File: src/rtl/addsub_dispatcher.sv
// -----------------------------------------------------------------------------
// addsub_dispatcher
//
// Command-queue front end for a multi-cycle add/subtract core. Requests from a
// valid/ready producer are buffered in a small FIFO and issued one at a time to
// the core. Each issue is a one-cycle start pulse. The operands stay registered
// until the next issue. The core's sum/carry are captured into a result
// register, which is offered to a valid/ready consumer. No arithmetic happens
// here.
//
// Parameters
//   N        operand/result width (must match the core)
//   DEPTH    command FIFO depth, power of 2, >= 2
//   TIMEOUT  cycles to wait for core_done after WAIT entry, >= 2
//
// Ports
//   clk, rst                     clock, asynchronous active-high reset
//   in_valid/in_ready            producer handshake
//   in_a, in_b, in_sub           command: operands and op select (1 = subtract)
//   core_a, core_b, core_addsub  registered operands/op select to the core
//   core_start                   one-cycle issue pulse
//   core_sum, core_cout          core result
//   core_done                    core completion strobe
//   core_calculating             core busy status (observed only)
//   res_valid/res_ready          consumer handshake
//   res_sum, res_cout, res_sub   captured result and its op-select tag
//   fifo_count                   queued commands, including the one in flight
//   busy                         FSM is in ISSUE or WAIT
//   timeout_err                  sticky core-timeout flag, cleared only by rst
// -----------------------------------------------------------------------------
module addsub_dispatcher #(
   parameter int N       = 8,
   parameter int DEPTH   = 4,
   parameter int TIMEOUT = 64
) (
   input  logic                     clk,
   input  logic                     rst,
   input  logic                     in_valid,
   output logic                     in_ready,
   input  logic [N-1:0]             in_a,
   input  logic [N-1:0]             in_b,
   input  logic                     in_sub,
   output logic [N-1:0]             core_a,
   output logic [N-1:0]             core_b,
   output logic                     core_addsub,
   output logic                     core_start,
   input  logic [N-1:0]             core_sum,
   input  logic                     core_cout,
   input  logic                     core_done,
   input  logic                     core_calculating,
   output logic                     res_valid,
   input  logic                     res_ready,
   output logic [N-1:0]             res_sum,
   output logic                     res_cout,
   output logic                     res_sub,
   output logic [$clog2(DEPTH):0]   fifo_count,
   output logic                     busy,
   output logic                     timeout_err
);

   localparam int PW = $clog2(DEPTH);
   localparam int CW = PW + 1;
   localparam int TW = $clog2(TIMEOUT + 1);

   localparam logic [CW-1:0] DEPTH_C  = CW'(DEPTH);
   // The counter reaches TIMEOUT on the edge where it leaves this value.
   localparam logic [TW-1:0] TMO_LAST = TW'(TIMEOUT - 1);

   typedef enum logic [1:0] {
      S_IDLE,
      S_ISSUE,
      S_WAIT
   } state_t;

   typedef struct packed {
      logic [N-1:0] a;
      logic [N-1:0] b;
      logic         sub;
   } cmd_t;

   cmd_t          mem [DEPTH];
   cmd_t          head;
   logic [PW-1:0] wr_ptr;
   logic [PW-1:0] rd_ptr;
   logic [CW-1:0] count;
   state_t        state;
   state_t        state_nxt;
   logic [TW-1:0] tmo_cnt;

   logic push;
   logic pop;
   logic load;
   logic tmo_hit;
   logic in_wait;

   // Busy status from the core is informational; control never depends on it.
   logic unused_status;
   assign unused_status = core_calculating;

   // ---------------------------------------------------------------------------
   // Handshake and control decodes
   // ---------------------------------------------------------------------------
   // No bypass: a full FIFO refuses a push even when a pop happens on the same edge.
   assign in_ready = (count < DEPTH_C) & ~rst;
   assign push     = in_valid & in_ready;
   assign in_wait  = (state == S_WAIT);
   assign tmo_hit  = (tmo_cnt == TMO_LAST);
   assign pop      = in_wait & (core_done | tmo_hit);
   // Wait for the result register to drain before issuing; one command in flight.
   assign load     = (state == S_IDLE) & (count != '0) & ~res_valid;
   assign head     = mem[rd_ptr];

   assign fifo_count = count;

   // ---------------------------------------------------------------------------
   // Command FIFO
   // ---------------------------------------------------------------------------
   // NOTE: storage is deliberately left out of reset; the pointers and count
   // alone define which entries are valid, so a flush only needs those.
   always_ff @(posedge clk) begin
      if (push) begin
         mem[wr_ptr] <= '{a: in_a, b: in_b, sub: in_sub};
      end
   end

   // NOTE: sequential state uses non-blocking assignments so every register
   // samples pre-edge values regardless of statement or process order.
   always_ff @(posedge clk or posedge rst) begin
      if (rst) begin
         wr_ptr <= '0;
         rd_ptr <= '0;
         count  <= '0;
      end else begin
         // Pointers are PW bits wide, so they wrap modulo DEPTH on their own.
         if (push) wr_ptr <= wr_ptr + PW'(1);
         if (pop)  rd_ptr <= rd_ptr + PW'(1);
         case ({push, pop})
            2'b10:   count <= count + CW'(1);
            2'b01:   count <= count - CW'(1);
            default: count <= count;
         endcase
      end
   end

   // ---------------------------------------------------------------------------
   // FSM: state register / next-state / outputs
   // ---------------------------------------------------------------------------
   always_ff @(posedge clk or posedge rst) begin
      if (rst) state <= S_IDLE;
      else     state <= state_nxt;
   end

   // NOTE: the default assignment at the top keeps every path assigned, so no
   // latch is inferred for state_nxt.
   always_comb begin
      state_nxt = state;
      case (state)
         S_IDLE:  if (load) state_nxt = S_ISSUE;
         S_ISSUE: state_nxt = S_WAIT;
         S_WAIT:  if (core_done || tmo_hit) state_nxt = S_IDLE;
         default: state_nxt = S_IDLE;
      endcase
   end

   always_comb begin
      core_start = (state == S_ISSUE);
      busy       = (state != S_IDLE);
   end

   // ---------------------------------------------------------------------------
   // Timeout counter: cleared in ISSUE, counts every WAIT cycle
   // ---------------------------------------------------------------------------
   always_ff @(posedge clk or posedge rst) begin
      if (rst) begin
         tmo_cnt <= '0;
      end else if (state == S_ISSUE) begin
         tmo_cnt <= '0;
      end else if (in_wait) begin
         tmo_cnt <= tmo_cnt + TW'(1);
      end
   end

   // ---------------------------------------------------------------------------
   // Operand registers: loaded on IDLE->ISSUE, held until the next load
   // ---------------------------------------------------------------------------
   always_ff @(posedge clk or posedge rst) begin
      if (rst) begin
         core_a      <= '0;
         core_b      <= '0;
         core_addsub <= 1'b0;
      end else if (load) begin
         core_a      <= head.a;
         core_b      <= head.b;
         core_addsub <= head.sub;
      end
   end

   // ---------------------------------------------------------------------------
   // Result register and sticky timeout flag
   // ---------------------------------------------------------------------------
   always_ff @(posedge clk or posedge rst) begin
      if (rst) begin
         res_valid   <= 1'b0;
         res_sum     <= '0;
         res_cout    <= 1'b0;
         res_sub     <= 1'b0;
         timeout_err <= 1'b0;
      end else begin
         // A capture only happens while res_valid is low, because issue waits
         // for the result register to be empty. Capture still takes priority.
         if (in_wait && core_done) begin
            res_valid <= 1'b1;
            res_sum   <= core_sum;
            res_cout  <= core_cout;
            res_sub   <= core_addsub;
         end else if (res_valid && res_ready) begin
            res_valid <= 1'b0;
         end
         // If done and the timeout land on the same edge, done wins.
         if (in_wait && !core_done && tmo_hit) begin
            timeout_err <= 1'b1;
         end
      end
   end

endmodule

File: config.mk
export PLATFORM = sky130hd
export DESIGN_NAME = addsub_dispatcher
export DESIGN_NICKNAME = d
export VERILOG_FILES = /design/src/rtl/addsub_dispatcher.sv
export SDC_FILE = /design/constraint.sdc
export NUM_CORES = 1
export LEC_CHECK = 0
export CORE_UTILIZATION = 45
export CTS_CLUSTER_DIAMETER = 40
export DETAILED_ROUTE_END_ITERATION = 8
export GPL_TIMING_DRIVEN = 0
export PLACE_DENSITY_LB_ADDON = 0.25
export SYNTH_ARGS = -nofsm -noshare
export SYNTH_HDL_FRONTEND = slang
export SYNTH_SLANG_ARGS = --single-unit
File: constraint.sdc
create_clock -name clk -period 3.25 [get_ports clk]
set_input_delay 0.65 -clock clk [delete_from_list [all_inputs] [get_ports clk]]
set_output_delay 0.65 -clock clk [all_outputs]
set_load 0.05 [all_outputs]
==> results of run 1 <==
area by class of cell:
type / count / area, um^2 / area share
sequential: 113 / 3170 / 0.527
multi-input combinational: 108 / 1260 / 0.209
timing repair buffer: 66 / 671 / 0.111
clock buffer: 18 / 418 / 0.0695
clock inverter: 13 / 216 / 0.0360
tap: 133 / 166 / 0.0277
buffer: 7 / 61.3 / 0.0102
inverter: 15 / 56.3 / 0.00936
through the flow:
step | hold slack (ns) | setup WS, ns | utilization | total power [uW]
after floorplan | 0.479 | 0.585 | - | 3900
after global routing | 0.489 | 0.309 | 0.615 | 6890
final | 0.466 | 0.387 | 0.615 | 6590
after detailed placement | 0.455 | 0.399 | 0.551 | 4650
after CTS | 0.465 | 0.371 | 0.615 | 6670
after global placement | 0.454 | 0.446 | 0.549 | 4590
kinds of logic after synthesis:
kind of cell / count (synthesis) / synth area share
flops: 113 / 0.697
mux: 48 / 0.175
fa+ha+maj: 11 / 0.0319
buf+inv: 22 / 0.0259
compound gates: 15 / 0.0234
simple gates: 26 / 0.0317
xor+xnor: 8 / 0.0154
final timing paths:
| kind | startpoint | endpoint | cells after the start | slack, ns |
|---|---|---|---|---|
| hold reg to reg | timeout_err | timeout_err | 2 | 0.47 |
| setup / recovery | rst | in_ready | 3 | 0.39 |
| min in group clk | timeout_err | timeout_err | 2 | 0.47 |
| setup reg to reg | tmo_cnt[0] | fifo_count[2] | 9 | 0.76 |
| max in group asynchronous | rst | state[0] | 3 | 2.30 |
| hold / removal | rst | wr_ptr[1] | 2 | 0.47 |
where the power goes:
| part | switching [uW] | internal, uW | total [uW] |
|---|---|---|---|
| Sequential | 193 | 1880 | 2070 |
| Clock | 605 | 1380 | 1990 |
| Combinational | 1450 | 1090 | 2540 |
| Total | 2250 | 4340 | 6590 |
state kept, by name, summed over array words and instances (netlist names), 2 cells and up:
register	count
rd_ptr	2
fifo_count	3
wr_ptr	2
mem	68
core_b	8
res_sum	8
state	2
tmo_cnt	7
core_a	8
layer usage:
layer,wire (um),global-route usage
met2,4090,0.279
met1,3410,0.214
met3,497,0.0475
met4,130,0.0824
met5,0,0
cell usage in the layout (no fill, tap or decap), types with 2 or more instances in the layout:
master,n
nor2_1,5
nand2_1,6
nand2b_1,3
mux2i_1,2
a21oi_1,3
bufinv_16,6
mux2_2,21
mux4_2,8
buf_2,3
xnor2_1,4
clkbuf_1,2
and3_1,4
clkdlybuf4s50_1,65
clkbuf_16,16
nor3_1,2
edfxtp_1,68
dfrtp_1,45
buf_6,2
mux2_4,8
inv_1,14
xor2_1,4
mux4_1,9
clkinv_1,4
buf_12,2
o21ai_0,8
ha_1,10
==> flow_summary.html, run 1 <==
<table>
<tr><th>Metric</th><th>Value</th></tr>
<tr><th colspan="2">Clocking</th></tr>
<tr><td>CTS tree</td><td>built</td></tr>
<tr><td>Clock transition at path regs</td><td>0.05 ns</td></tr>
<tr><td>Total clock sinks</td><td>113</td></tr>
<tr><td>Setup Fix Bufs, Post-CTS</td><td>0</td></tr>
<tr><td>CTS root buf</td><td>clkbuf_8</td></tr>
<tr><td>Skew-Pair Late Insertion Delay</td><td>0.50 ns</td></tr>
<tr><td>Buffer depth of the longest clock path</td><td>2</td></tr>
<tr><td>TritonCTS buffer count</td><td>17</td></tr>
<tr><td>CTS hold repair buffers</td><td>0</td></tr>
<tr><td>Total of cells resized after clock tree synthesis</td><td>0</td></tr>
<tr><td>Maximum level of the CTS H-tree</td><td>4</td></tr>
<tr><th colspan="2">Worst setup path</th></tr>
<tr><td>Worst EP arrival</td><td>2.21 ns</td></tr>
<tr><td>Combined buffer and inverter count along the critical path</td><td>2</td></tr>
<tr><td>Path type of the worst setup path</td><td>in -&gt; out</td></tr>
<tr><td>CP dominant cell by count</td><td>clkdlybuf4s50_1</td></tr>
<tr><td>Critical path's slowest cell</td><td>clkdlybuf4s50_1</td></tr>
<tr><td>Critical path's largest stage delay</td><td>0.87 ns</td></tr>
<tr><td>Required time at the endpoint of the critical path</td><td>2.60 ns</td></tr>
<tr><td>Cell family contributing the most delay on the critical path</td><td>buffers and inverters</td></tr>
<tr><td>CP Cell Sequence</td><td>clkdlybuf4s50_1, nor2_1, clkdlybuf4s50_1</td></tr>
<tr><td>Maximum fanout encountered on the critical timing path</td><td>6</td></tr>
<tr><td>Endpoint kind of the worst setup timing path</td><td>output pin</td></tr>
<tr><td>Worst Setup Start Kind</td><td>input pin</td></tr>
<tr><th colspan="2">Placed design</th></tr>
<tr><td>Placed Instance Area</td><td>0.00538 mm^2</td></tr>
<tr><td># port buffers</td><td>65</td></tr>
<tr><td>RD Place Congestion</td><td>0.717</td></tr>
<tr><td>Final HPWL from detailed placement</td><td>4990 um</td></tr>
<tr><td>Placed Instances</td><td>442</td></tr>
<tr><th colspan="2">Layout</th></tr>
<tr><td>Final nets</td><td>371</td></tr>
<tr><td>Layout Area Growth over Synthesis</td><td>32.4%</td></tr>
<tr><td>Finished Cell Area</td><td>0.00602 mm^2</td></tr>
<tr><td>N_diodes</td><td>0</td></tr>
<tr><td>Filler-free cell count of the finished design</td><td>473</td></tr>
<tr><td>Count of filler cells inserted in the layout</td><td>754</td></tr>
<tr><td>Layout cells sized above 1</td><td>0.215</td></tr>
<tr><th colspan="2">Floorplanning</th></tr>
<tr><td>Site row count</td><td>36</td></tr>
<tr><td>Die extent in x</td><td>102 um</td></tr>
<tr><td>I/O pin count</td><td>67</td></tr>
<tr><td>Die Area</td><td>0.0105 mm^2</td></tr>
<tr><td>Die Span Y</td><td>102 um</td></tr>
<tr><td>Area of the placeable core</td><td>0.00977 mm^2</td></tr>
<tr><td>Starting density of the core</td><td>0.465</td></tr>
<tr><th colspan="2">Detailed routing</th></tr>
<tr><td>Number of optimization iterations in the first detailed-route pass</td><td>4</td></tr>
<tr><td>Total number of vias</td><td>2372</td></tr>
<tr><td>DRC violation count after routing</td><td>0</td></tr>
<tr><td>DR WL/cell</td><td>17.2 um</td></tr>
<tr><td>Wire length reported by the detailed router</td><td>8130 um</td></tr>
<tr><td>Final ANT Viol Nets</td><td>0</td></tr>
<tr><td>Via density per instance</td><td>5.01</td></tr>
<tr><td>Initial detailed-routing violation count</td><td>76</td></tr>
<tr><th colspan="2">Timing</th></tr>
<tr><td>Total count of max-transition violations in the final report</td><td>0</td></tr>
<tr><td>Achievable frequency</td><td>0.349 GHz</td></tr>
<tr><td>Setup skew after layout</td><td>0.00664 ns</td></tr>
<tr><td>Setup TNS after final layout</td><td>0 ns</td></tr>
<tr><td>Endpoints failing hold</td><td>0</td></tr>
<tr><td>Post-layout min period</td><td>2.86 ns</td></tr>
<tr><td>Final count of negative-setup-slack endpoints</td><td>0</td></tr>
<tr><td>Setup repair after global routing missed its margin</td><td>false</td></tr>
<tr><td>Slew margin rel.</td><td>0.337</td></tr>
<tr><td>Tcrit/Tclk final</td><td>0.881</td></tr>
<tr><td>Worst slew pin tran</td><td>0.994 ns</td></tr>
<tr><th colspan="2">Logic synthesis</th></tr>
<tr><td>Synth area leaders</td><td>edfxtp_1 45%, dfrtp_1 25%, mux4_1 5.2%</td></tr>
<tr><td>Share of the yosys chip area belonging to registers</td><td>0.697</td></tr>
<tr><td>Total of flip-flops plus latches after synthesis</td><td>113</td></tr>
<tr><td>Top cells by count, synth</td><td>68 x edfxtp_1, 45 x dfrtp_1, 21 x mux2_2, 15 x inv_1, 10 x ha_1</td></tr>
<tr><td>Fraction of post-synthesis cell area in the top cell type by area</td><td>0.449</td></tr>
<tr><td>Leading cell type by number of instances after synthesis</td><td>edfxtp_1</td></tr>
<tr><td>Top cell type by total area after synthesis</td><td>edfxtp_1</td></tr>
<tr><td>Number of cells produced by synthesis</td><td>243</td></tr>
<tr><td>Most instantiated flip-flop cell in the synthesis netlist</td><td>edfxtp_1</td></tr>
<tr><td>Summed instance area of the synthesized netlist</td><td>0.00454 mm^2</td></tr>
<tr><td>Count of synthesis-stage warnings from yosys</td><td>0</td></tr>
<tr><td>Number of distinct library cell variants in the gate-level netlist after synthesis</td><td>33</td></tr>
<tr><td>Post-synthesis average cell area</td><td>18.7 um^2</td></tr>
<tr><td>Number of nets produced by synthesis</td><td>286</td></tr>
<tr><td>Ys async rst share</td><td>0.398</td></tr>
<tr><td>Number of flops mapped to enable cells by yosys</td><td>68</td></tr>
<tr><th colspan="2">GRT</th></tr>
<tr><td>Wire length of the first global-routing pass</td><td>12700 um</td></tr>
<tr><td>Total global-route track usage</td><td>0.172</td></tr>
<tr><td>Total congestion overflow</td><td>0</td></tr>
<tr><td>Antenna violations before repair</td><td>0</td></tr>
<tr><td>Maximum number of pins on one net before global-route repair</td><td>33</td></tr>
<tr><td>Vias in the first global route</td><td>2445</td></tr>
<tr><th colspan="2">Power</th></tr>
<tr><td>Static leakage</td><td>0.00233 uW</td></tr>
<tr><td>Worst-case vdd ir drop</td><td>0.653 mV</td></tr>
<tr><td>P per Cell Area</td><td>1100 mW/mm^2</td></tr>
<tr><th colspan="2">Run</th></tr>
<tr><td>Max-cap check violation count</td><td>0</td></tr>
<tr><th colspan="2">Min path</th></tr>
<tr><td>Worst min-delay path category</td><td>in -&gt; async</td></tr>
<tr><th colspan="2">Run status</th></tr>
<tr><td>Result of the run</td><td>finished clean</td></tr>
</table>
Note: power is estimated with default switching activity, not from simulation.
==> inputs of run 2 (changes only) <==
--- a/config.mk
+++ b/config.mk
@@ -5,7 +5,7 @@
 export SDC_FILE = /design/constraint.sdc
 export NUM_CORES = 1
 export LEC_CHECK = 0
-export CORE_UTILIZATION = 45
+export CORE_UTILIZATION = 55
 export CTS_CLUSTER_DIAMETER = 40
 export DETAILED_ROUTE_END_ITERATION = 8
 export GPL_TIMING_DRIVEN = 0
==> flow_summary.html, run 2 (same netlist as run 1, synthesis figures left out) <==
<table>
<tr><th>Metric</th><th>Value</th></tr>
<tr><th colspan="2">Run status</th></tr>
<tr><td>Result of the run</td><td>finished clean</td></tr>
<tr><th colspan="2">Layout</th></tr>
<tr><td>Top reg by flops</td><td>mem</td></tr>
<tr><td>Final nets</td><td>371 (unchanged)</td></tr>
<tr><td>Commonest non-fill, non-tap cell in the layout</td><td>edfxtp_1</td></tr>
<tr><td>Max FFs per register</td><td>68 (unchanged)</td></tr>
<tr><td>Finished Cell Area</td><td>0.00589 mm^2 (-2.1%)</td></tr>
<tr><td>Layout cells sized above 1</td><td>0.226 (+0.0111)</td></tr>
<tr><td>N_diodes</td><td>0 (unchanged)</td></tr>
<tr><td>Layout Area Growth over Synthesis</td><td>29.6%</td></tr>
<tr><td>Commonest non-fill, non-tap cells in the layout</td><td>68 x edfxtp_1, 65 x clkdlybuf4s50_1, 45 x dfrtp_1</td></tr>
<tr><th colspan="2">Timing</th></tr>
<tr><td>Setup repair after global routing missed its margin</td><td>false</td></tr>
<tr><td>Final count of negative-setup-slack endpoints</td><td>0 (unchanged)</td></tr>
<tr><td>Achievable frequency</td><td>0.347 GHz (-0.57%)</td></tr>
<tr><td>Setup TNS after final layout</td><td>0 ns (unchanged)</td></tr>
<tr><td>Post-layout min period</td><td>2.88 ns (+0.0163 ns)</td></tr>
<tr><td>Slew margin rel.</td><td>0.336 (-0.00106)</td></tr>
<tr><td>Endpoints failing hold</td><td>0 (unchanged)</td></tr>
<tr><td>Setup skew after layout</td><td>0.00622 ns (-0.000413 ns)</td></tr>
<tr><td>Tcrit/Tclk final</td><td>0.886 (+0.00502)</td></tr>
<tr><td>Total count of max-transition violations in the final report</td><td>0 (unchanged)</td></tr>
<tr><td>Worst slew pin tran</td><td>0.996 ns (+0.00159 ns)</td></tr>
<tr><th colspan="2">GRT</th></tr>
<tr><td>Wire length of the first global-routing pass</td><td>13100 um (+3.6%)</td></tr>
<tr><td>Antenna violations before repair</td><td>0 (unchanged)</td></tr>
<tr><td>Maximum number of pins on one net before global-route repair</td><td>35 (+6.1%)</td></tr>
<tr><td>Total global-route track usage</td><td>0.215 (+0.0430)</td></tr>
<tr><td>Total congestion overflow</td><td>0 (unchanged)</td></tr>
<tr><td>Vias in the first global route</td><td>2638 (+7.9%)</td></tr>
<tr><th colspan="2">Clocking</th></tr>
<tr><td>TritonCTS buffer count</td><td>17 (unchanged)</td></tr>
<tr><td>Clock transition at path regs</td><td>0.06 ns (about the same)</td></tr>
<tr><td>Buffer depth of the longest clock path</td><td>2 (unchanged)</td></tr>
<tr><td>Setup Fix Bufs, Post-CTS</td><td>0 (unchanged)</td></tr>
<tr><td>CTS tree</td><td>built</td></tr>
<tr><td>Maximum level of the CTS H-tree</td><td>4 (unchanged)</td></tr>
<tr><td>Skew-Pair Late Insertion Delay</td><td>0.51 ns (about the same)</td></tr>
<tr><td>CTS hold repair buffers</td><td>0 (unchanged)</td></tr>
<tr><td>CTS root buf</td><td>clkbuf_8</td></tr>
<tr><td>Total of cells resized after clock tree synthesis</td><td>0 (unchanged)</td></tr>
<tr><td>Total clock sinks</td><td>113 (unchanged)</td></tr>
<tr><th colspan="2">Worst setup path</th></tr>
<tr><td>Maximum fanout encountered on the critical timing path</td><td>6 (unchanged)</td></tr>
<tr><td>Critical path's slowest cell</td><td>clkdlybuf4s50_1</td></tr>
<tr><td>Launch point of the worst path</td><td>rst</td></tr>
<tr><td>Endpoint kind of the worst setup timing path</td><td>output pin</td></tr>
<tr><td>CP dominant cell by count</td><td>clkdlybuf4s50_1</td></tr>
<tr><td>Worst EP arrival</td><td>2.23 ns (+0.02 ns)</td></tr>
<tr><td>Required time at the endpoint of the critical path</td><td>2.60 ns (about the same)</td></tr>
<tr><td>Path type of the worst setup path</td><td>in -&gt; out</td></tr>
<tr><td>End point of the critical path</td><td>in_ready</td></tr>
<tr><td>Worst Setup Start Kind</td><td>input pin</td></tr>
<tr><td>Setup slack on the worst flop-to-flop path</td><td>0.82 ns (+0.06 ns)</td></tr>
<tr><td>Endpoint of the worst-slack reg-to-reg timing path</td><td>fifo_count[2]</td></tr>
<tr><td>CP Cell Sequence</td><td>clkdlybuf4s50_1, nor2_1, clkdlybuf4s50_1</td></tr>
<tr><td>Critical path's largest stage delay</td><td>0.88 ns (about the same)</td></tr>
<tr><td>Worst R2R Path Depth</td><td>9 (unchanged)</td></tr>
<tr><td>Startpoint of the worst-slack reg-to-reg timing path</td><td>tmo_cnt[0]</td></tr>
<tr><th colspan="2">Detailed routing</th></tr>
<tr><td>Number of optimization iterations in the first detailed-route pass</td><td>4 (unchanged)</td></tr>
<tr><td>Met3 routed wirelength</td><td>342 um (-31%)</td></tr>
<tr><td>Via density per instance</td><td>5.47 (+9.0%)</td></tr>
<tr><td>DR WL/cell</td><td>18.3 um (+6.5%)</td></tr>
<tr><td>Total number of vias</td><td>2422 (+2.1%)</td></tr>
<tr><td>DRC violation count after routing</td><td>0 (unchanged)</td></tr>
<tr><td>Final ANT Viol Nets</td><td>0 (unchanged)</td></tr>
<tr><td>Met2 WL post-DR</td><td>4290 um (+4.7%)</td></tr>
<tr><td>Wire length reported by the detailed router</td><td>8110 um (-0.28%)</td></tr>
<tr><td>Routed metal-1 wire length</td><td>3350 um (-2.0%)</td></tr>
<tr><td>Initial detailed-routing violation count</td><td>166 (+120%)</td></tr>
<tr><td>Top routing layer in use</td><td>met4</td></tr>
<tr><th colspan="2">Floorplanning</th></tr>
<tr><td>Site row count</td><td>32 (-11%)</td></tr>
<tr><td>Die extent in x</td><td>92.9 um (-9.4%)</td></tr>
<tr><td>Die Area</td><td>0.00863 mm^2 (-18%)</td></tr>
<tr><td>Die Span Y</td><td>92.9 um (-9.4%)</td></tr>
<tr><td>Area of the placeable core</td><td>0.00785 mm^2 (-20%)</td></tr>
<tr><td>Starting density of the core</td><td>0.579 (+0.114)</td></tr>
<tr><td>I/O pin count</td><td>67 (unchanged)</td></tr>
<tr><th colspan="2">Placed design</th></tr>
<tr><td>Final HPWL from detailed placement</td><td>4930 um (-1.1%)</td></tr>
<tr><td>Placed Instance Area</td><td>0.00534 mm^2 (-0.72%)</td></tr>
<tr><td># port buffers</td><td>65 (unchanged)</td></tr>
<tr><td>RD Place Congestion</td><td>0.715 (-0.29%)</td></tr>
<tr><th colspan="2">Min path</th></tr>
<tr><td>Worst min-delay path category</td><td>in -&gt; async</td></tr>
<tr><th colspan="2">Power</th></tr>
<tr><td>Static leakage</td><td>0.00229 uW (-2.0%)</td></tr>
<tr><td>Worst-case vdd ir drop</td><td>0.594 mV (-9.1%)</td></tr>
<tr><td>P per Cell Area</td><td>1070 mW/mm^2 (-2.7%)</td></tr>
<tr><th colspan="2">Run</th></tr>
<tr><td>Max-cap check violation count</td><td>0 (unchanged)</td></tr>
</table>
-- run 2: cell types whose count changed in the layout (fill, tap and decap cells not counted), sizes merged --
cell,before,now
bufinv,6,1
clkinv,6,9
clkinvlp,1,4
-- run 2: area by class of cell --
class                   instances  area, um^2
flip-flops and latches        113        3170
clock buffers                  18         428
repair buffers                 66         671
multi-input cells             108        1260
plain buffers                   7        61.3
clock inverters                14         118
fillers                       473        1960
well taps                     102         128
inverters                      15        56.3
-- run 2: per-stage QoR --
| stage | util | total power, uW | hold slack (ns) | instances | setup slack (ns) |
|---|---|---|---|---|---|
| 3_5_place_dp | 0.681 | 4650 | 0.484 | 411 | 0.406 |
| 3_3_place_gp | 0.678 | 4570 | 0.447 | 410 | 0.424 |
| 2_1_floorplan | - | 3900 | 0.479 | 243 | 0.585 |
| 5_1_grt | 0.750 | 6570 | 0.460 | 443 | 0.247 |
| 6_report | 0.750 | 6280 | 0.456 | 443 | 0.371 |
| 4_1_cts | 0.750 | 6330 | 0.436 | 443 | 0.355 |
-- run 2: how the worst min path moves through the flow --
stage | start | end | slack, ns | depth (start not counted)
4_1_cts | rst | core_a[7] | 0.44 | 2
6_report | rst | core_b[1] | 0.46 | 2
3_5_place_dp | timeout_err | timeout_err | 0.48 | 2
5_1_grt | rst | core_a[7] | 0.46 | 2
2_1_floorplan | tmo_cnt[0] | tmo_cnt[0] | 0.48 | 1
3_3_place_gp | timeout_err | timeout_err | 0.45 | 2
-- run 2: layer usage --
metal  vias up  GRT usage
met5         -          0
met4         0      0.109
met3        15     0.0575
met2        78      0.365
met1      1227      0.251
li1       1102          -
-- run 2: power by group --
part,switching (uW),internal [uW],total (uW)
combinational,1460,1090,2550
sequential,203,1870,2080
clock,625,1020,1650
-- run 2: worst max-delay path: cells and delay by family --
family                 cells  cell delay [ns]
AND/OR/NAND/NOR            1             0.26
buffers and inverters      2             1.32
